$ cat src/rtl/micro_sequencer.sv
// micro_sequencer
//
// Microprogrammed control unit. Holds a writable control store of DEPTH
// words addressed by the control address register (CAR) and presents the
// addressed word (CBR) to the datapath. Sequencing per microinstruction:
// hold while waiting for memory, return to fetch on end-of-instruction,
// jump to opcode*n on decoder select, otherwise step to the next word.
//
// Ports
//   clk        clock, all state changes on the rising edge
//   rst        synchronous active-high reset (CAR <- FETCH, illegal <- 0)
//   run        1 = sequence microcode, 0 = halted / program mode
//   opcode     opcode from the instruction register, used on decoder select
//   mfc        memory function complete
//   prog_we    control store write strobe, honoured only while run = 0
//   prog_addr  control store write address (>= DEPTH is dropped)
//   prog_data  control store write data
//   CAR        control address register
//   CBR        current control word (0 while halted)
//   stall      sequencer held waiting on mfc
//   illegal    one-cycle pulse after a decode whose routine base is >= DEPTH

module micro_sequencer #(
  parameter int SZ     = 24,
  parameter int N      = 7,
  parameter int DEPTH  = 128,
  parameter int n      = 4,
  parameter int OPW    = 4,
  parameter int P_WMFC = 8,
  parameter int P_DEC  = 22,
  parameter int P_END  = SZ - 1,
  parameter int FETCH  = 0
) (
  input  logic           clk,
  input  logic           rst,
  input  logic           run,
  input  logic [OPW-1:0] opcode,
  input  logic           mfc,
  input  logic           prog_we,
  input  logic [N-1:0]   prog_addr,
  input  logic [SZ-1:0]  prog_data,
  output logic [N-1:0]   CAR,
  output logic [SZ-1:0]  CBR,
  output logic           stall,
  output logic           illegal
);

  // Store index width; CAR never leaves [0, DEPTH) so the low bits suffice.
  localparam int AW = (DEPTH > 1) ? $clog2(DEPTH) : 1;
  localparam int BW = N + OPW;

  localparam logic [N-1:0]  FETCH_A = N'(FETCH);
  localparam logic [N-1:0]  LAST_A  = N'(DEPTH - 1);
  localparam logic [N:0]    DEPTH_P = (N + 1)'(DEPTH);
  localparam logic [BW-1:0] DEPTH_B = BW'(DEPTH);
  localparam logic [BW-1:0] N_B     = BW'(n);

  logic [SZ-1:0] store [DEPTH];

  logic          prog_in_range;
  logic [BW-1:0] base;
  logic          base_in_range;
  logic [N-1:0]  car_next;
  logic          illegal_next;

  assign prog_in_range = {1'b0, prog_addr} < DEPTH_P;

  // Store is not cleared by rst; programmed words survive a reset.
  always_ff @(posedge clk) begin
    if (!rst && !run && prog_we && prog_in_range) begin
      store[prog_addr[AW-1:0]] <= prog_data;
    end
  end

  assign CBR   = run ? store[CAR[AW-1:0]] : '0;
  assign stall = run & CBR[P_WMFC] & ~mfc;

  // Routine base is formed wide enough that an oversized product can be
  // detected rather than silently truncated into a legal address.
  assign base          = BW'(opcode) * N_B;
  assign base_in_range = base < DEPTH_B;

  always_comb begin
    car_next     = CAR;
    illegal_next = 1'b0;
    if (!run) begin
      car_next = FETCH_A;
    end else if (stall) begin
      car_next = CAR;
    end else if (CBR[P_END]) begin
      car_next = FETCH_A;
    end else if (CBR[P_DEC]) begin
      if (base_in_range) begin
        car_next = base[N-1:0];
      end else begin
        car_next     = FETCH_A;
        illegal_next = 1'b1;
      end
    end else if (CAR == LAST_A) begin
      car_next = '0;
    end else begin
      car_next = CAR + 1'b1;
    end
  end

  always_ff @(posedge clk) begin
    if (rst) begin
      CAR     <= FETCH_A;
      illegal <= 1'b0;
    end else begin
      CAR     <= car_next;
      illegal <= illegal_next;
    end
  end

endmodule

$ cat config.mk
export PLATFORM = sky130hd
export DESIGN_NAME = micro_sequencer
export DESIGN_NICKNAME = d
export VERILOG_FILES = /design/src/rtl/micro_sequencer.sv
export SDC_FILE = /design/constraint.sdc
export NUM_CORES = 2
export LEC_CHECK = 0
export ABC_AREA = 1
export CORE_ASPECT_RATIO = 2
export CORE_MARGIN = 2
export CORE_UTILIZATION = 63
export CTS_CLUSTER_SIZE = 30
export DETAILED_ROUTE_END_ITERATION = 7
export GPL_TIMING_DRIVEN = 0
export PLACE_DENSITY = 0.86
export SLEW_MARGIN = 40
export SYNTH_ARGS = -nofsm -noshare
export SYNTH_HDL_FRONTEND = slang
export SYNTH_SLANG_ARGS = --single-unit
$ cat constraint.sdc
create_clock -name clk -period 4.6 [get_ports clk]
set_input_delay 1.15 -clock clk [delete_from_list [all_inputs] [get_ports clk]]
set_output_delay 1.15 -clock clk [all_outputs]
set_load 0.02 [all_outputs]
==> results of run 1 <==
synthesized netlist by cell type (all sizes together):
cell type and count:
edfxtp 3072, nor2 1584, o21ai 1433, nand2 1132, nand3 789, o22ai 712, buf 346, clkbuf 340
inv 38, a31oi 17, a21oi 14, dfxtp 14, nor3 10, o31ai 4, o211ai 3, or2 3
xor2 2, clkinv 1, conb 1, ha 1, nand4 1
what timing repair did:
action,CTS
pin swaps,85
setup buffers,51
gates cloned,14
resized for setup,1370
setup endpoints to repair,25
stage by stage:
stage	util [%]	cell area (µm²)	TNS (ns)
after floorplan	-	122000	0
after global placement	65.4	126000	-
after detailed placement	69.7	134000	-59.25
after CTS	76.9	148000	-9.63
cell families after synthesis:
logic type	synth area share, %
DFF	75.7
AOI/OAI and AO/OA	9.70
xor gates and xnor gates	0.0143
and+or+nand+nor	11.6
adders and majority gates	0.0102
other	0.00307
buffers and inverters	2.93
routing by layer:
metal  GRT overflow  track usage, %
met1              0            62.3
met4              9            70.9
met2             12            86.2
met5              0            11.7
met3              0            36.6
==> results.md, run 1 <==
* DP Cell Count at about 12k
* Rows at 228
* Die Y at roughly 630 µm
* Max H-tree Level at 4
* IO Pins at 73
* Initial Utilization at 63.4%
* Die width at 315 µm
* Mean post-synth cell area at 12.8 µm²
* Error: [ERROR GRT-0232] Routing congestion too high. Check the congestion heatmap in the GUI.
* GRT Total Usage at 63.4%
* Leading area contributor after synthesis: edfxtp_1
* Netlist Area Pre-Place at 122000 µm²
* Post-synth top area share at between 70% and 80%
* Hpwl dp at 385 mm
* Port bufs at 71
* Largest net degree at the start of global routing at 94
* Cts hold-fix bufs at 0
* Outcome: stopped before the end
* Warnings from Yosys at 0
* Gr ovfl total at 21
* CTS sink cnt at 3086
* Cells after Synth at 9517
* GPL Wtd Cong at about 1.1
* Place WS at -1.39 ns
* Total CTS buffers at approximately 250
* Sequential share of the synthesized area at 75.7%
* Yosys reg bits at just over 3k
* Last stage reached: global routing (5_1_grt)
* Synth Net Count at 9558
* Leading post-synthesis cells by cell area: edfxtp_1, o21ai_0, nor2_1
* CTS root buf: clkbuf_16
* Distinct cells, synth at 30
* Max clock buf depth at 4
==> run 2, diff against run 1 <==
Settings changed: CORE_ASPECT_RATIO 2 to unset, CORE_UTILIZATION 63 to 40, CTS_CLUSTER_SIZE 30 to unset, PLACE_DENSITY 0.86 to unset, PLACE_DENSITY_LB_ADDON set to 0.15.
==> run 2 against run 1 <==
Against the previous run:
- the flow now finishes, with violations (negative setup slack)
- synthesized cell count unchanged
- synthesized area stayed put
==> results.md, run 2 <==
* Clock Latency Late Sink at 0.95 ns
* Max reg flops at 3072
* Die Y at 557 µm (-11%)
* Most used DFF post-synth: edfxtp_1
* Period utilization at 114%
* FILL cells at ~26k
* Hold_ws at 0.427 ns
* Layout cells sized above 1 at approximately 21%
* Critical path arrival at 4.09 ns
* Max Freq at 191 MHz
* Most frequent cells in the layout: edfxtp_1, nor2_1, o21ai_0, nand2_1, nand3_1
* Leakage at 0.0521 µW
* Clock slew at reported path FFs at approximately 0.060 ns
* Avg WL per Cell at about 37 µm
* Hold WC Path Type: input port to register
* TritonCTS clock tree: done
* Post-layout util at 51.0%
* Max-slew violation count at 0
* # Max-Cap Violations at 0
* Vias in the first global route at 84.1k
* Final Hold Viols at 0
* Commonest non-fill, non-tap cell in the layout: edfxtp_1
* Avg Vias per Cell at 6.18
* Largest net degree at the start of global routing at a little over 90
* DRT Pass-1 Iters at 8
* Rows at 202 (-11%)
* Initial antenna violation count at 33
* Distinct cells, synth at 30 (unchanged)
* Final WL at roughly 540 mm
* GRT Total Usage at 34.1%
* Layout Nets at approximately 10k
* Gr ovfl total at 0
* CP bufs+invs at 7
* GPL Wtd Cong at 0.964 (-11%)
* Hpwl dp at 381 mm (-1.1%)
* Setup slack after layout at -0.638 ns
* Worst Min Path Start: prog_data[19]
* Leading area contributor after synthesis: edfxtp_1
* Max H-tree Level at 5 (+1)
* Element type at the critical path end: primary output
* Antenna Nets Post-Route at 0
* EDFF count, synth at 3072 (unchanged)
* Remaining DRCs at 0
* Crit start category: register
* DIE AREA at ~310000 µm²
* Synthesis-to-finish area growth at 26.6%
* Tightest Pin Transition at around 0.96 ns
* Total CTS buffers at 335 (+35%)
* Top post-synthesis cells by count: edfxtp_1, nor2_1, o21ai_0, nand2_1, nand3_1
* Synth async-reset ratio at 0% (unchanged)
* CP peak stage delay at 0.34 ns
* Critical path's slowest cell: a31oi_4
* Yosys reg bits at 3086 (unchanged)
* Sequential share of the synthesized area at 75.7% (unchanged)
* Post-synth top area share at 75.5% (unchanged)
* CP top delay family: buffers and inverters
* IO Pins at 73 (unchanged)
* Crit-path cells: buf_12 > inv_12 > buf_16 > buf_16 > buf_16 > buf_12 > nor2_1 > o22ai_1 > nand2_1 > nand3_2 > nand3_4 > nand2_1 > nand2_1 > nand3_4 > nand2_8 > a31oi_4 > buf_6
* Warnings from Yosys at 0 (unchanged)
* Slew HR at between 30% and 40%
* VDD IR max at 0.000300 V
* RSZ-0062 raised after global routing: yes
* First-pass GRT wire length at 721 mm
* CTS sink cnt at 3086 (unchanged)
* Cells after Synth at 9517 (unchanged)
* Critical Path RT at about 3.5 ns
* Via count at 91.0k
* Worst Path Max Fanout at 10
* Core area at 304000 µm²
* Initial DRC count at 16.1k
* Min Tclk post-route at around 5.2 ns
* Pwr Density at 402 nW/µm²
* Synth Net Count at 9558 (unchanged)
* Cts hold-fix bufs at 0 (unchanged)
* Netlist Area Pre-Place at 122000 µm² (unchanged)
* Skew final at 0.0309 ns
* WS Path Type: register to primary output
* CTS root buf: clkbuf_16
* Mean post-synth cell area at 12.8 µm² (unchanged)
* Port bufs at 71 (unchanged)
* Die width at 557 µm (+76%)
* Final number of setup-violating endpoints at 23
* Outcome: finished, violations left
* Max clock buf depth at 4 (unchanged)
* Leading post-synthesis cells by cell area: edfxtp_1, o21ai_0, nor2_1
* Most common cell in the synthesized netlist: edfxtp_1
* Violated checks: negative setup slack
* Initial Utilization at 40.3% (-23 points)
run 2: cell counts after synthesis:
No cell type changed its count.
run 2: metrics by stage:
stage / total power (µW) / worst slack [ns] / setup TNS, ns / instances / instance area [µm²]
floorplan: 33100 / 0.971 / 0 / 9517 / 122000
global placement: 35300 / -3.51 / - / 13668 / 128000
detailed placement: 35300 / -1.76 / -30.66 / 14022 / 137000
CTS: 62000 / -0.558 / -11.76 / 14662 / 153000
global route: 63500 / -0.596 / -11.45 / 14705 / 155000
finish: 62300 / -0.638 / -11.82 / 14721 / 155000
run 2: what timing repair did:
item	4_1_cts	5_1_grt
endpoints found under the setup margin	25	25
resized for setup	1389	358
cloned	8	10
pin swaps	70	85
buffers inserted	28	31
run 2: final timing paths:
kind | endpoint | slack (ns) | cells past startpoint
max reg2reg | CAR[5] | 1.66 | 19
min | store[127][19] | 0.43 | 1
max | CBR[10] | -0.64 | 17
min reg2reg | register | 0.53 | 2
run 2: kinds of logic after synthesis:
logic type / synth area share [%]
other cells: 0.00307
buf+inv: 2.93
xor+xnor: 0.0143
flops: 75.7
fa+ha+maj: 0.0102
simple gates: 11.6
compound gates: 9.70
run 2: power breakdown:
group | switching [µW] | total (µW) | internal (µW) | leakage [µW]
registers | 12.0 | 31000 | 30900 | 0.0277
logic | 3240 | 4580 | 1340 | 0.0192
clock network | 11600 | 26700 | 15100 | 0.00520
run 2: area by class of cell:
cell class	count	area [µm²]	area share, %
Sequential cell	3086	92500	59.8
Multi-Input combinational cell	5706	30100	19.5
Timing Repair Buffer	501	9950	6.43
Clock buffer	404	8710	5.63
Buffer	680	6140	3.97
Tap cell	4080	5100	3.30
Clock inverter	202	1910	1.24
Inverter	39	164	0.106
Antenna cell	23	57.6	0.0372
run 2: layer usage:
| layer | GRT usage, % | wire length [µm] |
|---|---|---|
| met2 | 51.2 | 239000 |
| met1 | 45.2 | 200000 |
| met3 | 6.94 | 63000 |
| met5 | 0 | 162 |
| met4 | 22.1 | 41500 |
Note: power is estimated with default switching activity, not from simulation.
